**config.mk**
```make
export PLATFORM = sky130hd
export DESIGN_NAME = uart_tx_flat
export DESIGN_NICKNAME = d
export VERILOG_FILES = /design/src/rtl/uart_tx_if.sv /design/src/rtl/uart_tx.sv /design/src/flat_wrapper.sv
export SDC_FILE = /design/constraint.sdc
export NUM_CORES = 1
export LEC_CHECK = 0
export CAP_MARGIN = 20
export CORE_MARGIN = 2
export CORE_UTILIZATION = 51
export CTS_CLUSTER_DIAMETER = 30
export DETAILED_ROUTE_END_ITERATION = 12
export HOLD_SLACK_MARGIN = 0.03
export PLACE_DENSITY_LB_ADDON = 0.05
export SETUP_SLACK_MARGIN = 0.02
export SLEW_MARGIN = 15
export SYNTH_ARGS = -nofsm -noshare
export SYNTH_HDL_FRONTEND = slang
export SYNTH_SLANG_ARGS = --single-unit
```
**constraint.sdc**
```tcl
create_clock -name CLK -period 2.46 [get_ports CLK]
set_input_delay 0.492 -clock CLK [delete_from_list [all_inputs] [get_ports CLK]]
set_output_delay 0.492 -clock CLK [all_outputs]
set_load 0.05 [all_outputs]
```
**src/rtl/uart_tx_if.sv**
```systemverilog
// uart_tx_if: request/serial-line bundle for uart_tx
//   P_DATA, Data_Valid, PAR_EN, PAR_TYP : requester -> transmitter
//   TX_OUT, Busy                        : transmitter -> requester
interface uart_tx_if #(parameter int DATA_WIDTH = 8);
    logic [DATA_WIDTH-1:0] P_DATA;
    logic                  Data_Valid;
    logic                  PAR_EN;
    logic                  PAR_TYP;
    logic                  TX_OUT;
    logic                  Busy;
    modport master (output P_DATA, Data_Valid, PAR_EN, PAR_TYP, input TX_OUT, Busy);
    modport slave  (input P_DATA, Data_Valid, PAR_EN, PAR_TYP, output TX_OUT, Busy);
endinterface

```
**src/rtl/uart_tx.sv**
```systemverilog
// uart_tx: one-bit-per-clock UART transmitter with optional even/odd parity
//   CLK : clock, one serial bit per cycle
//   RST : synchronous active-high reset
//   bus : uart_tx_if slave (request in, registered TX_OUT/Busy out)
module uart_tx #(
    parameter int DATA_WIDTH = 8
) (
    input logic    CLK,
    input logic    RST,
    uart_tx_if.slave bus
);
    localparam int CW = DATA_WIDTH > 1 ? $clog2(DATA_WIDTH) : 1;
    localparam logic [2:0] IDLE   = 3'd0;
    localparam logic [2:0] START  = 3'd1;
    localparam logic [2:0] DATA   = 3'd2;
    localparam logic [2:0] PARITY = 3'd3;
    localparam logic [2:0] STOP   = 3'd4;

    logic [2:0]            state;
    logic [CW-1:0]         cnt;
    logic [DATA_WIDTH-1:0] data;
    logic                  par_en;
    logic                  par_typ;
    logic                  last;

    assign last = cnt == CW'(DATA_WIDTH - 1);

    always_ff @(posedge CLK) begin
        if (RST) begin
            state      <= IDLE;
            bus.TX_OUT <= 1'b1;
            bus.Busy   <= 1'b0;
            cnt        <= '0;
            data       <= '0;
            par_en     <= 1'b0;
            par_typ    <= 1'b0;
        end else begin
            case (state)
                IDLE: begin
                    bus.TX_OUT <= 1'b1;
                    bus.Busy   <= 1'b0;
                    if (bus.Data_Valid) begin
                        state      <= START;
                        bus.TX_OUT <= 1'b0;
                        bus.Busy   <= 1'b1;
                        data       <= bus.P_DATA;
                        par_en     <= bus.PAR_EN;
                        par_typ    <= bus.PAR_TYP;
                    end
                end
                START: begin
                    state      <= DATA;
                    cnt        <= '0;
                    bus.TX_OUT <= data[0];
                end
                DATA: begin
                    // counter clears on exit so it never wraps into a repeated bit
                    if (last) begin
                        cnt        <= '0;
                        state      <= par_en ? PARITY : STOP;
                        bus.TX_OUT <= par_en ? (^data ^ par_typ) : 1'b1;
                    end else begin
                        cnt        <= cnt + CW'(1);
                        bus.TX_OUT <= data[cnt + CW'(1)];
                    end
                end
                PARITY: begin
                    state      <= STOP;
                    bus.TX_OUT <= 1'b1;
                end
                STOP: begin
                    state      <= IDLE;
                    bus.TX_OUT <= 1'b1;
                    bus.Busy   <= 1'b0;
                end
                default: begin
                    state      <= IDLE;
                    bus.TX_OUT <= 1'b1;
                    bus.Busy   <= 1'b0;
                end
            endcase
        end
    end
endmodule

```
**src/flat_wrapper.sv**
```systemverilog
// flat-port wrapper written by rule: the top's interface ports become plain ports
module uart_tx_flat 
#(
    parameter int DATA_WIDTH = 8
)
  (CLK, RST, bus_P_DATA, bus_Data_Valid, bus_PAR_EN, bus_PAR_TYP, bus_TX_OUT, bus_Busy);
  uart_tx_if #(.DATA_WIDTH(DATA_WIDTH)) bus_i ();
  input logic CLK;
  input logic RST;
  input wire logic [$bits(bus_i.P_DATA)-1:0] bus_P_DATA;
  input wire logic [$bits(bus_i.Data_Valid)-1:0] bus_Data_Valid;
  input wire logic [$bits(bus_i.PAR_EN)-1:0] bus_PAR_EN;
  input wire logic [$bits(bus_i.PAR_TYP)-1:0] bus_PAR_TYP;
  output wire logic [$bits(bus_i.TX_OUT)-1:0] bus_TX_OUT;
  output wire logic [$bits(bus_i.Busy)-1:0] bus_Busy;
  assign bus_i.P_DATA = bus_P_DATA;
  assign bus_i.Data_Valid = bus_Data_Valid;
  assign bus_i.PAR_EN = bus_PAR_EN;
  assign bus_i.PAR_TYP = bus_PAR_TYP;
  assign bus_TX_OUT = bus_i.TX_OUT;
  assign bus_Busy = bus_i.Busy;
  uart_tx #(.DATA_WIDTH(DATA_WIDTH)) u_core (.CLK(CLK), .RST(RST), .bus(bus_i));
endmodule
```
Word level (Yosys, flattened, before mapping) --
Cells that the tools add are included.
Storage, ports and cells: flip-flop bits (word level) 18, input bits 13, output and inout bits 2, word-level logic and storage cells 36
Cells by class: add/sub/neg operators 1, magnitude comparators 1, equal/unequal tests 6, muxes and demuxes 14, bitwise gates (word level) 1, reductions and logical operators 6
Operators with widths (count):
- $mux 3 | 4
- $pmux 3 s4 | 1
- $reduce_xor 8->1 | 1
- $eq 3x2->1 const B | 2
- $pmux 3 s2 | 1
- $mux 1 | 5
- $lt 3x4->1 const B | 1
- $reduce_and 2->1 | 2
- $add 3x1->3 const B | 1
- $bmux 1 s3 | 1
- $eq 3x1->1 const B | 1
- $eq 3x3->1 const B | 1
- $logic_not 3->1 | 1
- $pmux 1 s3 | 1
- $reduce_or 3->1 | 1
- $ne 2x1->1 const B | 1
- $ne 2x2->1 const B | 1
- $pmux 1 s2 | 1
- $reduce_bool 2->1 | 1
- $xor 1x1->1 | 1

Logic depth before layout (Yosys ltp) --
Gate-level depths: netlist of the first run.
depth after elaboration 5, gate-level depth with buffers 6, depth with buffers taken out 6

Worst setup path before layout of the first run --
OpenSTA, ideal clock, no wires.
path kind reg-to-reg, start point register u_core.cnt[0], end point register u_core.bus.TX_OUT, arrival time 1.873 ns, required time 2.337 ns, path slack 0.464 ns, stages on the path, launching flop included 7, buffers on the path 0, clock period less this slack 1.996 ns, cell sequence dfxtp_1 > ha_1 > ha_1 > mux2_2 > mux4_2 > o211ai_2 > a2bb2oi_1
Between the ends: cells in the longest elaborated chain, start to end 5, elaborated cells between the ends (all ways) 6, classes of those cells add/sub (1); eq/ne (1); mux (4)
Ends and longest elaborated chain:
- start: declaration | line uart_tx.sv:20 | logic [CW-1:0] cnt;
- start signal: assignment | line uart_tx.sv:63 | cnt <= cnt + CW'(1);
- $add 3x1->3 | line uart_tx.sv:64 | bus.TX_OUT <= data[cnt + CW'(1)];
- $bmux 1 s3 | line uart_tx.sv:64
- $mux 1 (implied by the code) | line uart_tx.sv:64
- $mux 1 * | line uart_tx.sv:58 | if (last) begin
- $pmux 1 s3 * | line uart_tx.sv:38 | case (state)
- end signal: assignment | line uart_tx.sv:54 | bus.TX_OUT <= data[0];
- end signal: assignment | line uart_tx.sv:61 | bus.TX_OUT <= par_en ? (^data ^ par_typ) : 1'b1;
- end signal: assignment | line uart_tx.sv:64
- end: declaration | line uart_tx_if.sv:12 | modport slave (input P_DATA, Data_Valid, PAR_EN, PAR_TYP, output TX_OUT, Busy);
Every way passes the cells marked *; elsewhere a longest branch is shown, timed or not. The select of a mux whose other input is x is not followed. A chain may end at the register's enable or synchronous reset.

Worst setup path in the final report of the first run --
Same ends and word-level chain as after synthesis.

==> impl_metrics.env, run 1 <==
export IMPL_status="finished, final reports clean"
export IMPL_netlist_area_leader_share=0.391
export IMPL_cp_startpoint="u_core.cnt[0]"
export IMPL_cp_start_kind="flip-flop"
export IMPL_cts_buffers=3
export IMPL_critical_path_slowest_cell="mux4_2"
export IMPL_cp_common_cell="ha_1"
export IMPL_synth_common_cells="nand2_1, dfxtp_1, a21oi_1, nor2_1, xnor2_1"
export IMPL_instances_no_fill=146
export IMPL_rsz0062_at_grt="false"
export IMPL_post_cts_resized=0
export IMPL_critical_path_arrival_ns=2.31
export IMPL_placed_area_um2=1070
export IMPL_core_area_um2=1710
export IMPL_final_nets=137
export IMPL_fillers=148
export IMPL_finClkSkew_ns=0.00191
export IMPL_worstSetupPathType="flip-flop to flip-flop"
export IMPL_die_w_um=46.5
export IMPL_synth_area_leaders="dfxtp_1, nand2_1, a21oi_1"
export IMPL_crit_path_end_kind="flip-flop"
export IMPL_final_util=0.651
export IMPL_yosysSeqAreaShare=0.391
export IMPL_finalInstanceArea_um2=1110
export IMPL_peakVddDrop_uv=397
export IMPL_async_reset_ff_frac=0
export IMPL_slew_viol_final=0
export IMPL_worst_slack_ns=0.343
export IMPL_cts_root_to_sink_buffers=2
export IMPL_viasPerCell=5.34
export IMPL_overflow=0
export IMPL_r2r_start="u_core.cnt[0]"
export IMPL_yosysTopAreaCell="dfxtp_1"
export IMPL_initial_utilization=0.540
export IMPL_power_static_leakage_nw=0.431
export IMPL_route_detailed_drc=0
export IMPL_wire_per_inst_um=12.7
export IMPL_drive_gt1_frac=0.0826
export IMPL_grt_pass1_vias=755
export IMPL_clock_sinks=18
export IMPL_slowest_delay_ns=0.46
export IMPL_post_place_ws_ns=0.370
export IMPL_slew_headroom=0.661
export IMPL_hold_path_startpoint="u_core.par_typ"
export IMPL_die_h_um=46.5
export IMPL_ios=15
export IMPL_netlist_area_um2=922
export IMPL_initialDrtViolationCount=14
export IMPL_num_rows=15
export IMPL_htree_levels=1
export IMPL_synthFlopType="dfxtp_1"
export IMPL_fin_setup_tns_ns=0
export IMPL_fin_crit_sh=0.861
export IMPL_path_max_fanout=5
export IMPL_yosysWarningCount=0
export IMPL_grt_antenna_before_repair=0
export IMPL_syn2layout_area_growth_pct=20.5
export IMPL_powerDensity_nw_per_um2=618
export IMPL_drt_wl_total_mm=1.86
export IMPL_portBuffers=14
export IMPL_place_congestion=0.864
export IMPL_insertion_delay_ns=0.30
export IMPL_cts_hold_buffers=0
export IMPL_grt_pass1_wl_mm=3.22
export IMPL_postCtsSetupBuffers=0
export IMPL_clkSlewWorstSetupHoldPaths_ns=0.10
export IMPL_cts_tree="yes"
export IMPL_yosysUniqueCellTypes=32
export IMPL_crit_chain="ha_1 > ha_1 > mux2_2 > mux4_2 > o211ai_2 > a2bb2oi_1"
export IMPL_dp_cells=142
export IMPL_drtPass1Iterations=4
export IMPL_period_needed_ns=2.12
export IMPL_synthCells=108
export IMPL_grt_max_degree=19
export IMPL_yosysMostFrequentCell="nand2_1"
export IMPL_syn_mean_instance_area_um2=8.54
export IMPL_syn_nets=123
export IMPL_detail_route_antenna_nets=0
export IMPL_setup_viol=0
export IMPL_cp_required_ns=2.66
export IMPL_hold_viol=0
export IMPL_tightest_slew_ns=0.507
export IMPL_die_area_um2=2160
export IMPL_clock_fmax_ghz=0.472
export IMPL_antenna_cells=0
export IMPL_hpwl_mm=1.29
export IMPL_grt_util_all_layers=0.217
export IMPL_maxCapViolCount=0
export IMPL_ys_ff_latch=18
export IMPL_min_path_type="flip-flop to flip-flop"
export IMPL_vias=779
export IMPL_synth_enable_flop_cells=0
export IMPL_cts_root_buffer="clkbuf_4"
==> state kept, by name, summed over array words and instances, names as in the netlist <==
name and count:
u_core.bus.Busy 1, u_core.state 3, u_core.bus.TX_OUT 1, u_core.cnt 3, u_core.par_en 1, u_core.par_typ 1
u_core.data 8
==> cell families after synthesis <==
kind of cell | synth area share
xor+xnor | 0.0814
flops | 0.391
fa+ha+maj | 0.0271
simple gates | 0.216
compound gates | 0.153
buf+inv | 0.0366
mux | 0.0950
==> metrics by stage <==
stage	hold slack, ns	power, mW
floorplan	0.448	0.463
global placement	0.463	0.505
detailed placement	0.468	0.508
CTS	0.484	0.696
global route	0.498	0.723
finish	0.482	0.686
==> routing by layer <==
metal,track usage,part of all wire
met1,0.274,0.48
met2,0.325,0.46
met3,0.0510,0.039
met4,0.143,0.018
met5,0,0
==> cell usage in the layout, fill, tap and decap left out, drive strengths merged <==
cell	netlist	layout
nand2	23	23
inv	2	2
nand3	1	1
clkdlybuf4s50	0	14
mux2i	2	2
and3	1	1
a21o	1	1
dfxtp	18	18
a211o	1	1
ha	2	2
a2bb2oi	1	1
xor2	1	1
nor3	3	3
xnor3	1	1
a211oi	1	1
nor4	1	1
nor2	6	6
mux4	1	1
o22a	1	1
mux2	4	4
nand2b	2	2
o21ai	2	2
nand3b	1	1
buf	3	1
o211ai	1	1
nor2b	2	2
or4	1	1
nor4b	2	2
o21bai	1	1
clkbuf	3	4
xnor2	5	5
a21oi	14	14
==> path summary, 6_finish.rpt <==
kind                       end  slack (ns)  cells past startpoint
max          u_core.bus.TX_OUT        0.34                      6
min reg2reg     u_core.par_typ        0.48                      2
max reg2reg  u_core.bus.TX_OUT        0.34                      6
min             u_core.par_typ        0.48                      2
==> cell type report <==
class / count / area (um^2) / area share
timing repair buffer: 15 / 148 / 0.133
clock buffer: 4 / 36.3 / 0.0327
multi-input combinational: 82 / 528 / 0.475
sequential: 18 / 360 / 0.324
inverter: 2 / 7.51 / 0.00676
tap: 25 / 31.3 / 0.0282
==> power by group <==
part           internal [mW]  switching [mW]
logic                 0.0888          0.0724
registers              0.313          0.0267
clock network         0.0904          0.0949
==> critical path: cells and delay by family (launching register included) <==
| kind | cells | cell delay (ns) |
|---|---|---|
| flops | 1 | 0.37 |
| fa+ha+maj | 2 | 0.60 |
| compound gates | 2 | 0.21 |
| mux | 2 | 0.82 |
No activity file was read; power rests on OpenSTA's default activity.
==> run 2: changes to the inputs <==
--- a/config.mk
+++ b/config.mk
@@ -6,14 +6,15 @@
 export NUM_CORES = 1
 export LEC_CHECK = 0
 export CAP_MARGIN = 20
-export CORE_MARGIN = 2
+export CORE_MARGIN = 3
 export CORE_UTILIZATION = 51
 export CTS_CLUSTER_DIAMETER = 30
 export DETAILED_ROUTE_END_ITERATION = 12
+export GPL_TIMING_DRIVEN = 1
 export HOLD_SLACK_MARGIN = 0.03
 export PLACE_DENSITY_LB_ADDON = 0.05
 export SETUP_SLACK_MARGIN = 0.02
-export SLEW_MARGIN = 15
+export SLEW_MARGIN = 20
 export SYNTH_ARGS = -nofsm -noshare
 export SYNTH_HDL_FRONTEND = slang
 export SYNTH_SLANG_ARGS = --single-unit
==> run 2 against run 1 <==
  * Via count increased by 1.5%
  * Die area increased by 8.8%
  * Worst setup slack got worse by 0.034 ns
  * First-iteration DRC count increased by 110%
  * Sequential cell count unchanged
  * Power decreased by 6.0%
  * Clock-buffer cell count decreased by 1
  * Highest routed layer unchanged
  * Clock skew decreased by 0.0012 ns
==> impl_metrics.env, run 2 (synthesis gave the netlist of run 1 again) <==
export IMPL_status="finished, final reports clean"
export IMPL_peakVddDrop_uv=427
export IMPL_drt_wl_total_mm=1.86
export IMPL_drtPass1Iterations=4
export IMPL_cts_buffers=3
export IMPL_cts_hold_buffers=0
export IMPL_viasPerCell=5.49
export IMPL_drive_gt1_frac=0.0750
export IMPL_reg_top3="u_core.data (8), u_core.cnt (3), u_core.state (3)"
export IMPL_fillers=132
export IMPL_slew_viol_final=0
export IMPL_die_area_um2=2350
export IMPL_final_util=0.688
export IMPL_cts_root_to_sink_buffers=2
export IMPL_period_needed_ns=2.15
export IMPL_route_detailed_drc=0
export IMPL_r2r_start="u_core.cnt[0]"
export IMPL_critical_path_arrival_ns=2.33
export IMPL_endpoint="u_core.bus.TX_OUT"
export IMPL_wire_per_inst_um=12.9
export IMPL_seq_area_um2=360
export IMPL_hold_viol=0
export IMPL_cts_tree="yes"
export IMPL_intPower_uw=459
export IMPL_hpwl_mm=1.31
export IMPL_die_w_um=48.5
export IMPL_grt_pass1_vias=696
export IMPL_post_cts_resized=0
export IMPL_overflow=0
export IMPL_path_max_fanout=5
export IMPL_slew_headroom=0.672
export IMPL_grt_antenna_before_repair=0
export IMPL_fin_crit_sh=0.874
export IMPL_maxCapViolCount=0
export IMPL_postCtsSetupBuffers=0
export IMPL_detail_route_antenna_nets=0
export IMPL_ff2ff_path_depth=6
export IMPL_initialDrtViolationCount=29
export IMPL_hold_slack_ns=0.479
export IMPL_multiInputGateArea_um2=528
export IMPL_crit_path_end_kind="flip-flop"
export IMPL_grt_max_degree=19
export IMPL_die_h_um=48.5
export IMPL_cp_startpoint="u_core.cnt[0]"
export IMPL_antenna_cells=0
export IMPL_cts_root_buffer="clkbuf_4"
export IMPL_min_path_type="flip-flop to flip-flop"
export IMPL_reg2reg_to="u_core.bus.TX_OUT"
export IMPL_core_area_um2=1590
export IMPL_grt_util_all_layers=0.169
export IMPL_setup_viol=0
export IMPL_htree_levels=1
export IMPL_fin_setup_tns_ns=0
export IMPL_pwr_share_comb=0.251
export IMPL_post_place_ws_ns=0.329
export IMPL_rsz0062_at_grt="false"
export IMPL_worst_slack_ns=0.309
export IMPL_worstSetupPathType="flip-flop to flip-flop"
export IMPL_tightest_slew_ns=0.491
export IMPL_p_sw_uw=186
export IMPL_cp_required_ns=2.64
export IMPL_placed_area_um2=1070
export IMPL_ios=15
export IMPL_num_rows=14
export IMPL_grt_pass1_wl_mm=3.18
export IMPL_p_seq_frac=0.526
export IMPL_powerDensity_nw_per_um2=589
export IMPL_clock_fmax_ghz=0.465
export IMPL_clkPwrFrac=0.223
export IMPL_finalInstanceArea_um2=1100
export IMPL_syn2layout_area_growth_pct=18.9
export IMPL_swShare=0.289
export IMPL_cp_start_kind="flip-flop"
export IMPL_place_congestion=0.821
export IMPL_final_cell_mix="nand2_1, dfxtp_1, a21oi_1, clkdlybuf4s50_1, nor2_1"
export IMPL_clock_sinks=18
export IMPL_clkSlewWorstSetupHoldPaths_ns=0.10
export IMPL_portBuffers=14
export IMPL_power_static_leakage_nw=0.424
export IMPL_rrSetupSlack_ns=0.31
export IMPL_vias=791
export IMPL_insertion_delay_ns=0.28
export IMPL_regMostFlops="u_core.data"
export IMPL_final_nets=137
export IMPL_largest_register_ffs=8
export IMPL_finClkSkew_ns=0.000733
export IMPL_final_common_cell="nand2_1"
export IMPL_initial_utilization=0.578
## run 2: changes by cell type in the layout (fill, tap and decap cells not counted), sizes merged
cell,before,now
clkbuf,4,3
## run 2: power groups by stage
| stage | Sequential [mW] | Combinational [mW] | Clock, mW |
|---|---|---|---|
| detailed placement | 0.346 | 0.162 | 0 |
| finish | 0.339 | 0.162 | 0.144 |
| CTS | 0.339 | 0.163 | 0.144 |
| floorplan | 0.345 | 0.117 | 0 |
| global route | 0.344 | 0.176 | 0.165 |
| global placement | 0.345 | 0.159 | 0 |
## run 2: worst max-delay path, stage by stage (launching register included)
cell and delay (ns):
dfxtp_1 0.37, ha_1 0.23, ha_1 0.38, mux2_2 0.37, mux4_2 0.47, o211ai_2 0.15
a2bb2oi_1 0.08
## run 2: stage by stage
stage | instances | total power [mW]
2_1_floorplan | 108 | 0.463
3_5_place_dp | 141 | 0.507
3_3_place_gp | 141 | 0.504
6_report | 144 | 0.645
5_1_grt | 144 | 0.685
4_1_cts | 144 | 0.645
## run 2: final cells by class
cell class / count / share of cell area
well taps: 24 / 0.0274
multi-input cells: 82 / 0.482
repair buffers: 15 / 0.135
clock buffers: 3 / 0.0205
inverters: 2 / 0.00685
flip-flops and latches: 18 / 0.329
## run 2: worst min path at each step
| stage | endpoint | startpoint | cells past startpoint | slack (ns) |
|---|---|---|---|---|
| after floorplan | u_core.cnt[1] | u_core.cnt[1] | 2 | 0.45 |
| after global placement | u_core.par_typ | u_core.par_typ | 2 | 0.46 |
| after detailed placement | u_core.cnt[1] | u_core.cnt[1] | 2 | 0.47 |
| after CTS | u_core.par_typ | u_core.par_typ | 2 | 0.49 |
| after global routing | u_core.par_typ | u_core.par_typ | 2 | 0.51 |
| final | u_core.par_typ | u_core.par_typ | 2 | 0.48 |
## run 2: per-layer routing
metal	GRT usage	routed length, um	vias to the layer above	share of wire
met3	0.0460	153	4	0.082
met1	0.223	838	348	0.45
met4	0.0711	29	0	0.016
met5	0	0	-	0
met2	0.259	836	37	0.45
li1	-	-	402	-
